<file path="src/rtl/mem_sequencer.sv">
// Command-driven burst sequencer: deserializer -> block RAM writes, block RAM -> serializer reads.
// Optional MEMSEQ_BOUNDS_EN adds an err output and rejects out-of-range commands at acceptance.
module mem_sequencer #(
  parameter int NUM_BLOCKS = 2,
  parameter int ADDR_WIDTH = 10,
  parameter int DATA_WIDTH = 8,
  parameter int LEN_WIDTH  = 8,
  localparam int BSEL_W    = (NUM_BLOCKS > 1) ? $clog2(NUM_BLOCKS) : 1
) (
  input  logic                             clk,
  input  logic                             reset,
`ifdef MEMSEQ_BOUNDS_EN
  output logic                             err,
`endif
  input  logic                             cmd_valid,
  output logic                             cmd_ready,
  input  logic                             cmd_write,
  input  logic [BSEL_W-1:0]                cmd_block,
  input  logic [ADDR_WIDTH-1:0]            cmd_addr,
  input  logic [LEN_WIDTH-1:0]             cmd_len,
  output logic [NUM_BLOCKS-1:0]            blockena,
  output logic [NUM_BLOCKS-1:0]            blockwea,
  output logic [ADDR_WIDTH-1:0]            blockaddr,
  output logic [DATA_WIDTH-1:0]            blockdin,
  input  logic [NUM_BLOCKS*DATA_WIDTH-1:0] blockdout,
  output logic                             deseriena,
  input  logic                             deservalid,
  input  logic [DATA_WIDTH-1:0]            deserdata,
  output logic                             seriena,
  output logic [DATA_WIDTH-1:0]            seridata,
  input  logic                             seriready,
  output logic                             busy,
  output logic                             done
);

  typedef enum logic [2:0] {
    S_IDLE, S_WRITE, S_RD_ISSUE, S_RD_WAIT, S_RD_PUSH, S_DONE
  } state_t;

  state_t                  r_state;
  logic [BSEL_W-1:0]       r_blk;
  logic [ADDR_WIDTH-1:0]   r_addr;
  logic [LEN_WIDTH-1:0]    r_rem;
  logic [DATA_WIDTH-1:0]   r_seridata;
  logic [NUM_BLOCKS-1:0]   w_sel;
  logic [DATA_WIDTH-1:0]   w_rd;
  logic                    w_bad;

`ifdef MEMSEQ_BOUNDS_EN
  localparam int SUM_W = ((ADDR_WIDTH > LEN_WIDTH) ? ADDR_WIDTH : LEN_WIDTH) + 1;
  logic [SUM_W-1:0] w_end;
  logic             r_err;

  always_comb begin
    w_end = SUM_W'(cmd_addr) + SUM_W'(cmd_len);
    w_bad = (int'(cmd_block) >= NUM_BLOCKS) || (|w_end[SUM_W-1:ADDR_WIDTH]);
  end

  assign err = (r_state == S_DONE) && r_err;
`else
  assign w_bad = 1'b0;
`endif

  // An out-of-range block index matches no bit, so it yields no enables and reads 0.
  always_comb begin
    w_sel = '0;
    w_rd  = '0;
    for (int k = 0; k < NUM_BLOCKS; k++) begin
      if (r_blk == BSEL_W'(k)) begin
        w_sel[k] = 1'b1;
        w_rd     = blockdout[k*DATA_WIDTH +: DATA_WIDTH];
      end
    end
  end

  always_comb begin
    blockena  = '0;
    blockwea  = '0;
    blockaddr = '0;
    blockdin  = '0;
    case (r_state)
      S_WRITE: begin
        if (deservalid && (|w_sel)) begin
          blockena  = w_sel;
          blockwea  = w_sel;
          blockaddr = r_addr;
          blockdin  = deserdata;
        end
      end
      S_RD_ISSUE: begin
        if (|w_sel) begin
          blockena  = w_sel;
          blockaddr = r_addr;
        end
      end
      default: ;
    endcase
  end

  assign cmd_ready = (r_state == S_IDLE);
  assign busy      = (r_state != S_IDLE);
  assign done      = (r_state == S_DONE);
  assign deseriena = (r_state == S_WRITE);
  assign seriena   = (r_state == S_RD_PUSH);
  assign seridata  = r_seridata;

  always_ff @(posedge clk or posedge reset) begin
    if (reset) begin
      r_state    <= S_IDLE;
      r_blk      <= '0;
      r_addr     <= '0;
      r_rem      <= '0;
      r_seridata <= '0;
`ifdef MEMSEQ_BOUNDS_EN
      r_err      <= 1'b0;
`endif
    end else begin
      case (r_state)
        S_IDLE: begin
          if (cmd_valid) begin
            r_blk  <= cmd_block;
            r_addr <= cmd_addr;
            r_rem  <= cmd_len;
`ifdef MEMSEQ_BOUNDS_EN
            r_err  <= w_bad;
`endif
            if (w_bad)          r_state <= S_DONE;
            else if (cmd_write) r_state <= S_WRITE;
            else                r_state <= S_RD_ISSUE;
          end
        end
        S_WRITE: begin
          if (deservalid) begin
            r_addr <= r_addr + ADDR_WIDTH'(1);
            if (r_rem == '0) r_state <= S_DONE;
            else             r_rem   <= r_rem - LEN_WIDTH'(1);
          end
        end
        S_RD_ISSUE: r_state <= S_RD_WAIT;
        // RAM output is valid one cycle after the issue; capture it here and hold until accepted.
        S_RD_WAIT: begin
          r_seridata <= w_rd;
          r_state    <= S_RD_PUSH;
        end
        S_RD_PUSH: begin
          if (seriready) begin
            r_addr <= r_addr + ADDR_WIDTH'(1);
            if (r_rem == '0) begin
              r_state <= S_DONE;
            end else begin
              r_rem   <= r_rem - LEN_WIDTH'(1);
              r_state <= S_RD_ISSUE;
            end
          end
        end
        S_DONE:  r_state <= S_IDLE;
        default: r_state <= S_IDLE;
      endcase
    end
  end

endmodule

</file>
<file path="config.mk">
export PLATFORM = sky130hd
export DESIGN_NAME = mem_sequencer
export DESIGN_NICKNAME = d
export VERILOG_FILES = /design/src/rtl/mem_sequencer.sv
export SDC_FILE = /design/constraint.sdc
export NUM_CORES = 1
export LEC_CHECK = 0
export BUFFER_PORTS_ARGS = -buffer_cell sky130_fd_sc_hd__buf_4
export CAP_MARGIN = 25
export CORE_AREA = 4 4 91 93
export CTS_CLUSTER_SIZE = 30
export DETAILED_ROUTE_END_ITERATION = 10
export DIE_AREA = 0 0 95 97
export PLACE_DENSITY = 0.51
export SYNTH_ARGS = -nofsm -noshare
export SYNTH_HDL_FRONTEND = slang
export SYNTH_SLANG_ARGS = --single-unit
</file>
<file path="constraint.sdc">
create_clock -name clk -period 3.3 [get_ports clk]
set_input_delay 0.165 -clock clk [delete_from_list [all_inputs] [get_ports clk]]
set_output_delay 0.165 -clock clk [all_outputs]
set_load 0.02 [all_outputs]
</file>
==> metrics.md <==
| Metric | Value |
|---|---|
| Initial drt markers | 67 |
| Clock Skew | 0.005221 ns |
| Longest Clk Path Bufs | 2 |
| ANT cells | 0 |
| Number of enable flip-flop cells after synthesis | 0 |
| Type of the worst min-delay path | in2reg |
| RSZ-0062 raised after global routing | false |
| Slew Limit Fails | 0 |
| CTS tree | done |
| Sink Count | 30 |
| Least-Margin Pin Slew | 0.7779 ns |
| Worst hold start | cmd_block |
| Post-synthesis mux area share | 7.553% |
| DRC viols | 0 |
| Die width | 95 um |
| Cell row count | 32 |
| Mapped Nets | 281 |
| P_leak | 0.001327 uW |
| First-pass GRT wire length | 9.563 mm |
| Area grow syn2layout | 37.10% |
| Synth Cell Area | 2071 um2 |
| Worst-Skew Late Latency | 0.28 ns |
| Worst r2r src | r_state[0] |
| Hold Slack | 0.1184 ns |
| PwrDens | 1006 nW/um2 |
| CP endpoint kind | output port |
| H-tree depth | 2 |
| Grt ovf | 0 |
| Post-DR vias/cell | 4.811 |
| Crit path max fanout | 19 |
| Adder-Cell Fraction of Synth Area | 1.813% |
| Routed Antenna Nets | 0 |
| Die Span Y | 97 um |
| Fin. Hold Viols | 0 |
| Die Area | 9215 um2 |
| Most frequent cells in the layout | 84 x buf_4, 30 x dfrtp_1, 18 x nand2_1, 18 x a21oi_1, 13 x mux2i_1 |
| Port Buffers | 83 |
| Starting Density | 27.51% |
| Startpoint Class | register |
| Post-synthesis compound-gate area fraction | 23.08% |
| CTS root buf | clkbuf_8 |
| Post-CTS Resized | 0 |
| Initial antenna violation count | 0 |
| Postcts setup bufs | 0 |
| Ys Warns | 0 |
| Crit Path Class | reg2out |
| Core Region | 7527 um2 |
| Routed wire length per instance | 14.43 um |
| Maxcap violations | 0 |
| Post-Syn Instances | 229 |
| Num CTS Buffers | 5 |
| Global Route Usage Sum | 13.06% |
| Commonest non-fill, non-tap cell in the layout | buf_4 |
| TritonRoute pass-1 iters | 4 |
| CTS clk-pin slew, worst paths | 0.06 ns |
| Async SR Flop Fraction | 100.0% |
| DP HPWL | 4.363 mm |
| CTS Hold Bufs | 1 |
| Most used flip-flop cell after synthesis | dfrtp_1 |
| Critical Path Source | r_state[1] |
| Fmax | 0.4049 GHz |
| Period utilization | 74.83% |
| TNS Setup | 0 ns |
| Pin count of the biggest net entering global routing | 31 |
| Post-synth cell types | 50 |
| Yosys reg bits | 30 |
| # nets final | 357 |
| Total wire length | 5.886 mm |
| Xor and xnor fraction of the mapped netlist area | 1.571% |
| Max transition margin | 48.14% |
| Largest family of logic cells by synthesized area | simple AND/OR/NAND/NOR gates |
| Number of global-route vias before repair | 1,978 |
| Power, Total | 2856 uW |
| Share of cells above drive strength 1 | 33.33% |
| Simple-gate share of the synthesized area | 23.87% |
| Final Critical Period | 2.469 ns |
| Vias | 1,963 |
| Critical path arrival | 2.30 ns |
| Ports | 84 |
| GP Congestion | 0.7175 |
| Status | completed |
| Maximum vdd drop | 0.0002888 V |
| Avg Cell Area, Syn | 9.043 um2 |
| Worst Path Required | 3.13 ns |
| # setup viols final | 0 |
| Sequential-to-total area share from yosys stat | 36.25% |
-- report_power, final --
group,internal [uW],total (uW),switching [uW]
registers,553,820,267
clock network,168,304,136
logic,771,1730,961
total,1490,2860,1360
-- per-layer routing --
layer  GRT usage, %  vias up  wire [um]
li1               -      995          -
met1          16.18      899       2589
met2          21.85       64       2812
met3          3.344        5        414
met4          4.218        0         70
met5              0        -          0
-- critical path, stage by stage, from the launching register on --
cell and delay (ns):
dfrtp_1 0.63, inv_1 0.29, nand3_1 0.11, a21oi_1 0.63, and2_1 0.23, buf_4 0.14
-- path summary, 6_finish.rpt --
| path | end | slack (ns) | cells after the start |
|---|---|---|---|
| hold / removal | r_blk | 0.12 | 2 |
| min in group asynchronous | seridata[3] | 0.54 | 4 |
| max in group asynchronous | r_addr[2] | 2.47 | 4 |
| hold reg to reg | seridata[7] | 0.48 | 2 |
| setup reg to reg | r_rem[0] | 1.30 | 4 |
| setup / recovery | blockaddr[1] | 0.83 | 5 |
-- cells by family (layout without fill, tap and decap cells) --
kind of cell               after synthesis  in the layout
xor gates and xnor gates                 2              2
AOI/OAI and AO/OA                       71             71
adders and majority gates                3              3
and+or+nand+nor                         84             84
muxes                                   15             15
DFF                                     30             30
buffers and inverters                   24            101
-- sequential cells by signal, summed over array words and instances, names as in the netlist --
signal and count:
r_rem 8, r_addr 10, r_state 3, r_blk 1
seridata 8
-- synthesized netlist by cell type, drive strengths merged (6+ instances only) --
library cell  number  area [um2]
a2bb2oi            8       70.07
nand3              7       35.03
and2              12       75.07
o22ai              6       37.54
a21oi             19       106.4
buf                9       65.06
o2bb2ai            6       52.55
nor2              11       48.80
o21ai             16       80.08
dfrtp             30       750.7
inv                8       30.03
nand2             18       67.56
mux2i             13       130.1
and3              11       68.82
clkbuf             7       26.28
-- final cells by class --
cell class                      instances  area, um2
Multi-Input combinational cell        175       1199
Tap cell                              102      127.6
Sequential cell                        30      750.7
Fill cell                             795       4688
Clock buffer                            7      86.33
Inverter                                8      30.03
Timing Repair Buffer                   85      640.6
Clock inverter                          1      5.005
-- per-stage QoR --
| stage | util, % | cell area, um2 | cells | setup slack (ns) |
|---|---|---|---|---|
| 2_1_floorplan | - | 2071 | 229 | 1.496 |
| 3_3_place_gp | 36.37 | 2738 | 399 | 1.200 |
| 3_5_place_dp | 36.37 | 2738 | 399 | 1.087 |
| 4_1_cts | 37.72 | 2839 | 408 | 0.7792 |
| 5_1_grt | 37.72 | 2839 | 408 | 0.5041 |
| 6_report | 37.72 | 2839 | 408 | 0.8305 |
Note: power is estimated with default switching activity, not from simulation.
